==> config.mk <==
export PLATFORM = sky130hd
export DESIGN_NAME = regfile_wb_ctrl
export DESIGN_NICKNAME = d
export VERILOG_FILES = /design/src/rtl/regfile_ctrl_pkg.sv /design/src/rtl/rr_arbiter.sv /design/src/rtl/regfile_wb_ctrl.sv
export SDC_FILE = /design/constraint.sdc
export NUM_CORES = 1
export LEC_CHECK = 0
export CORE_MARGIN = 2
export CORE_UTILIZATION = 24
export CTS_BUF_LIST = sky130_fd_sc_hd__clkbuf_8 sky130_fd_sc_hd__clkbuf_16
export CTS_CLUSTER_SIZE = 30
export DETAILED_ROUTE_END_ITERATION = 6
export GPL_TIMING_DRIVEN = 0
export PLACE_DENSITY = 0.62
export RECOVER_POWER = 50
export SYNTH_ARGS = -nofsm -noshare
export SYNTH_HDL_FRONTEND = slang
export SYNTH_SLANG_ARGS = --single-unit
==> constraint.sdc <==
create_clock -name clk_i -period 4.4 [get_ports clk_i]
set_input_delay 0.88 -clock clk_i [delete_from_list [all_inputs] [get_ports clk_i]]
set_output_delay 0.88 -clock clk_i [all_outputs]
set_load 0.01 [all_outputs]
==> src/rtl/regfile_ctrl_pkg.sv <==
// rtl/regfile_ctrl_pkg.sv - shared types and sizes for the register-file write-port controller
package regfile_ctrl_pkg;

    localparam int REG_COUNT  = 32;
    localparam int REG_ADDR_W = 5;
    localparam int XLEN       = 32;

    typedef enum logic {
        S_INIT = 1'b0,
        S_ARB  = 1'b1
    } state_e;

endpackage

==> src/rtl/rr_arbiter.sv <==
// rtl/rr_arbiter.sv - combinational round-robin arbiter, search starts at ptr and wraps
// Ports: req (request vector), ptr (highest-priority index), en (allow any grant),
//        gnt (one-hot grant), idx (granted index), any (a grant was issued)
module rr_arbiter #(
    parameter int NUM_REQ = 3,
    parameter int IDX_W   = (NUM_REQ > 1) ? $clog2(NUM_REQ) : 1
) (
    input  logic [NUM_REQ-1:0] req,
    input  logic [IDX_W-1:0]   ptr,
    input  logic               en,
    output logic [NUM_REQ-1:0] gnt,
    output logic [IDX_W-1:0]   idx,
    output logic               any
);

    int j;

    always_comb begin
        gnt = '0;
        idx = '0;
        any = 1'b0;
        j   = 0;
        for (int k = 0; k < NUM_REQ; k++) begin
            // ptr is always kept below NUM_REQ, so one subtraction is enough to wrap
            j = int'(ptr) + k;
            if (j >= NUM_REQ) begin
                j = j - NUM_REQ;
            end
            if (en && !any && req[j]) begin
                any    = 1'b1;
                gnt[j] = 1'b1;
                idx    = IDX_W'(j);
            end
        end
    end

endmodule

==> src/rtl/regfile_wb_ctrl.sv <==
// rtl/regfile_wb_ctrl.sv - register-file write-port controller with round-robin writeback and zero-clear
// Ports: clk_i, rst_ni (async active-low), clr_i (clear request),
//        req_valid_i/req_ready_o/req_addr_i/req_data_i (per-requester writeback handshake),
//        rd_wren/rd_addr/rd_data (registered register-file write port), busy_o (clear running)
module regfile_wb_ctrl
    import regfile_ctrl_pkg::*;
#(
    parameter int NUM_REQ = 3
) (
    input  logic                                 clk_i,
    input  logic                                 rst_ni,
    input  logic                                 clr_i,
    input  logic [NUM_REQ-1:0]                   req_valid_i,
    output logic [NUM_REQ-1:0]                   req_ready_o,
    input  logic [NUM_REQ-1:0][REG_ADDR_W-1:0]   req_addr_i,
    input  logic [NUM_REQ-1:0][XLEN-1:0]         req_data_i,
    output logic                                 rd_wren,
    output logic [REG_ADDR_W-1:0]                rd_addr,
    output logic [XLEN-1:0]                      rd_data,
    output logic                                 busy_o
);

    localparam int IDX_W = (NUM_REQ > 1) ? $clog2(NUM_REQ) : 1;
    localparam logic [REG_ADDR_W-1:0] LAST_REG = REG_ADDR_W'(REG_COUNT - 1);

    state_e                state_q, state_d;
    logic [REG_ADDR_W-1:0] cnt_q;
    logic [IDX_W-1:0]      ptr_q;
    logic [IDX_W-1:0]      gnt_idx;
    logic                  gnt_any;
    logic                  arb_en;

    // Grants are suppressed while clearing and in the cycle a clear is requested
    assign arb_en = (state_q == S_ARB) && !clr_i;
    assign busy_o = (state_q == S_INIT);

    rr_arbiter #(
        .NUM_REQ (NUM_REQ),
        .IDX_W   (IDX_W)
    ) u_arb (
        .req (req_valid_i),
        .ptr (ptr_q),
        .en  (arb_en),
        .gnt (req_ready_o),
        .idx (gnt_idx),
        .any (gnt_any)
    );

    always_comb begin
        state_d = state_q;
        case (state_q)
            S_INIT: if (cnt_q == LAST_REG) state_d = S_ARB;
            S_ARB:  if (clr_i)             state_d = S_INIT;
            default: state_d = S_INIT;
        endcase
    end

    always_ff @(posedge clk_i or negedge rst_ni) begin
        if (!rst_ni) begin
            state_q <= S_INIT;
        end else begin
            state_q <= state_d;
        end
    end

    always_ff @(posedge clk_i or negedge rst_ni) begin
        if (!rst_ni) begin
            cnt_q   <= '0;
            ptr_q   <= '0;
            rd_wren <= 1'b0;
            rd_addr <= '0;
            rd_data <= '0;
        end else if (state_q == S_INIT) begin
            rd_wren <= 1'b1;
            rd_addr <= cnt_q;
            rd_data <= '0;
            cnt_q   <= (cnt_q == LAST_REG) ? '0 : cnt_q + 1'b1;
        end else if (gnt_any) begin
            // x0 writes are accepted so the requester drains, but never reach the file
            rd_wren <= (req_addr_i[gnt_idx] != '0);
            rd_addr <= req_addr_i[gnt_idx];
            rd_data <= req_data_i[gnt_idx];
            ptr_q   <= (int'(gnt_idx) == NUM_REQ - 1) ? '0 : gnt_idx + 1'b1;
        end else begin
            rd_wren <= 1'b0;
        end
    end

endmodule

==> impl_metrics.py <==
metrics = {
    "cts": {
        "path_clk_slew_ns": 0.06,
        "holdBufCountCts": 0,
        "cts_buffers": 5,
        "cts.sinks": 46,
        "post_cts_buffers": 0,
        "cts_buffer_depth": 2,
        "cts-root-buf": "clkbuf_16",
        "cts_resized": 0,
        "cts_tree": "done",
        "h-tree-depth": 2,
        "worstSkewPairLatency_ns": 0.28,
    },
    "logic_synthesis": {
        "synth.top_cell.area_share_pct": 40.55,
        "synth_top_area_cell": "dfrtp_1",
        "synth-seq-area-share_pct": 40.55,
        "ys_top_cells_by_count": "dfrtp_1, mux2i_1, a22oi_1, o21ai_1, o21ai_0",
        "synth-xor-area-share_pct": 0,
        "synthAdderAreaFrac_pct": 2.644,
        "synth_area_mm2": 0.002839,
        "synthFlopType": "dfrtp_1",
        "async_flop_share_pct": 100.0,
        "synth_warnings": 0,
        "synthMuxAreaShare_pct": 13.97,
        "synth.area.top_cells": "dfrtp_1, mux2i_1, a22oi_1, o21ai_1, buf_6",
        "synth-compound-area-share_pct": 27.50,
        "ys_seq_elements": 46,
        "syn_nets": 404,
        "avgSynthCellArea_um2": 10.10,
        "synth.distinct_cells": 43,
        "synth_cells": 281,
        "synth_edf_count": 0,
        "synth-simple-area-share_pct": 10.00,
        "yosysMostFrequentCell": "dfrtp_1",
        "synth_top_family_by_area": "compound AO/OA/AOI/OAI gates",
    },
    "timing": {
        "worst_slack_ns": 0.4631,
        "clock_skew_ns": 0.006885,
        "finalSetupViolCount": 0,
        "rsz0062_at_grt": "no",
        "max_freq_ghz": 0.2540,
        "tns_ns": 0,
        "slew_viol_final": 0,
        "worstMarginPinSlew_ns": 1.362,
        "holdWs_ns": 0.5101,
        "fin_crit_sh_pct": 89.47,
        "slew_headroom_pct": 9.205,
        "hold_violations": 0,
        "finalCriticalPeriod_ns": 3.937,
    },
    "routing": {
        "drt_iter0_markers": 176,
        "ant_nets": 0,
        "vias": 2954,
        "wl_mm": 9.543,
        "vias_per_cell": 5.007,
        "first_pass_iters": 4,
        "wl_per_cell_um": 16.17,
        "drc_errors": 0,
    },
    "global_route": {
        "antenna_found_initial": 0,
        "use_met2_pct": 26.55,
        "gr-max-usage-layer": "met2",
        "grt_max_degree": 25,
        "met1_usage_pct": 17.92,
        "grt_pass1_wl_mm": 15.36,
        "grt_pass1_vias": 3003,
        "met3_usage_pct": 3.910,
        "grt.total_usage_pct": 15.03,
        "grt_overflow": 0,
    },
    "run_status": {
        "status": "complete, no violations",
    },
    "final_layout": {
        "multi_input_area_mm2": 0.001536,
        "area_growth_pct": 66.59,
        "seqCellArea_mm2": 0.001151,
        "fillCellCount": 1137,
        "nets": 569,
        "drive_above_1_share_pct": 7.383,
        "stdcell_count": 590,
        "n_antenna_cell": 0,
    },
    "pwr": {
        "power.switching_w": 0.0004583,
        "power_leakage_nw": 1.861,
        "p_int_w": 0.0009614,
        "clockPowerShare_pct": 25.7,
        "combPwrFrac_pct": 36.9,
        "vdd_drop_max_mv": 0.1723,
        "seq_power_share_pct": 37.4,
        "switching_share_pct": 32.28,
        "powerDensity_mw_per_mm2": 300.2,
    },
    "worst_setup_path": {
        "cp_max_fo": 7,
        "cp-end-kind": "primary output",
        "critPathLaunchType": "primary input",
        "timing.critical_path.required_ns": 3.52,
        "critPathKind": "in2out",
        "arrival_ns": 3.06,
    },
    "floorplan": {
        "fp.dieW_um": 112.8,
        "die_h_um": 112.8,
        "boundaryPins": 159,
        "start_util_pct": 24.76,
        "core_mm2": 0.01147,
        "die_area_mm2": 0.01271,
        "num_rows": 39,
    },
    "place": {
        "io_buffer_count": 157,
        "place_ws_ns": 0.5028,
        "hpwl_mm": 7.722,
        "gp_congestion": 0.8939,
        "place_inst": 582,
    },
    "job": {
        "cap_viol_max_count": 0,
    },
    "worst_hold_path": {
        "holdCritPathClass": "reg2reg",
    },
}
## kinds of logic after synthesis
logic type      Yosys count
flops                    46
simple gates             51
buf+inv                  23
compound gates          116
mux                      39
fa+ha+maj                 6
## final timing paths
check                            endpoint  depth (start not counted)      startpoint  slack, ns
max                        req_ready_o[0]                          7  req_valid_i[1]       0.46
min                              cnt_q[3]                          1        cnt_q[3]       0.51
max reg2reg                   rd_data[28]                         11        ptr_q[0]       1.64
min reg2reg                      cnt_q[3]                          1        cnt_q[3]       0.51
max in group asynchronous     rd_data[22]                          2          rst_ni       1.70
min in group asynchronous      rd_addr[0]                          1          rst_ni       0.85
## cell type report
| cell class | count | area share, % |
|---|---|---|
| buffer | 19 | 2.884 |
| timing repair buffer | 158 | 33.17 |
| clock inverter | 3 | 0.3704 |
| sequential | 46 | 24.34 |
| tap | 143 | 3.783 |
| clock buffer | 5 | 2.646 |
| multi-input combinational | 212 | 32.49 |
| inverter | 4 | 0.3175 |
## through the flow
step | util [%] | power [W] | cell area (µm²)
3_3_place_gp | 40.02 | 0.001058 | 4589
6_report | 41.24 | 0.001420 | 4730
5_1_grt | 41.24 | 0.001513 | 4730
2_1_floorplan | - | 0.0008199 | 2839
3_5_place_dp | 40.15 | 0.001071 | 4604
4_1_cts | 41.40 | 0.001450 | 4747
## registers in the layout, indices dropped and copies added (netlist names)
name	flops
state_q	1
rd_wren	1
rd_addr	5
cnt_q	5
ptr_q	2
rd_data	32
## layout by cell type (no fill, tap or decap), types with 4 or more instances in the layout
master / n
dlygate4sd3_1: 16
clkdlybuf4s50_1: 140
ha_1: 6
a31oi_1: 6
nor3_1: 4
a21o_1: 7
dfrtp_1: 46
inv_1: 5
buf_2: 4
nor2b_1: 7
mux2i_1: 36
o21ai_1: 30
clkbuf_16: 5
nand3b_1: 4
o21ai_0: 16
a22oi_1: 33
buf_6: 8
nor2_1: 12
clkbuf_1: 9
nand2_1: 12
## power by group through the flow
stage / registers [W] / clock network (W) / logic, W
final: 0.000531 / 0.000365 / 0.000524
after global placement: 0.000535 / 0 / 0.000522
after CTS: 0.000532 / 0.000384 / 0.000535
after floorplan: 0.000541 / 0 / 0.000279
after detailed placement: 0.000539 / 0 / 0.000532
after global routing: 0.000538 / 0.000399 / 0.000575
## per-layer routing
metal	wire length, µm	part of all wire (%)
met3	701	7.3
met4	167	1.7
met1	3847	40
met5	0	0
met2	4827	51
## critical path: stages
cell             delay, ns
clkdlybuf4s50_1       0.48
mux2i_2               0.36
o21ai_2               0.19
nor3_1                0.38
nand2_1               0.09
o21ai_0               0.09
clkdlybuf4s50_1       0.58
Power figures use the tool's default switching activity.
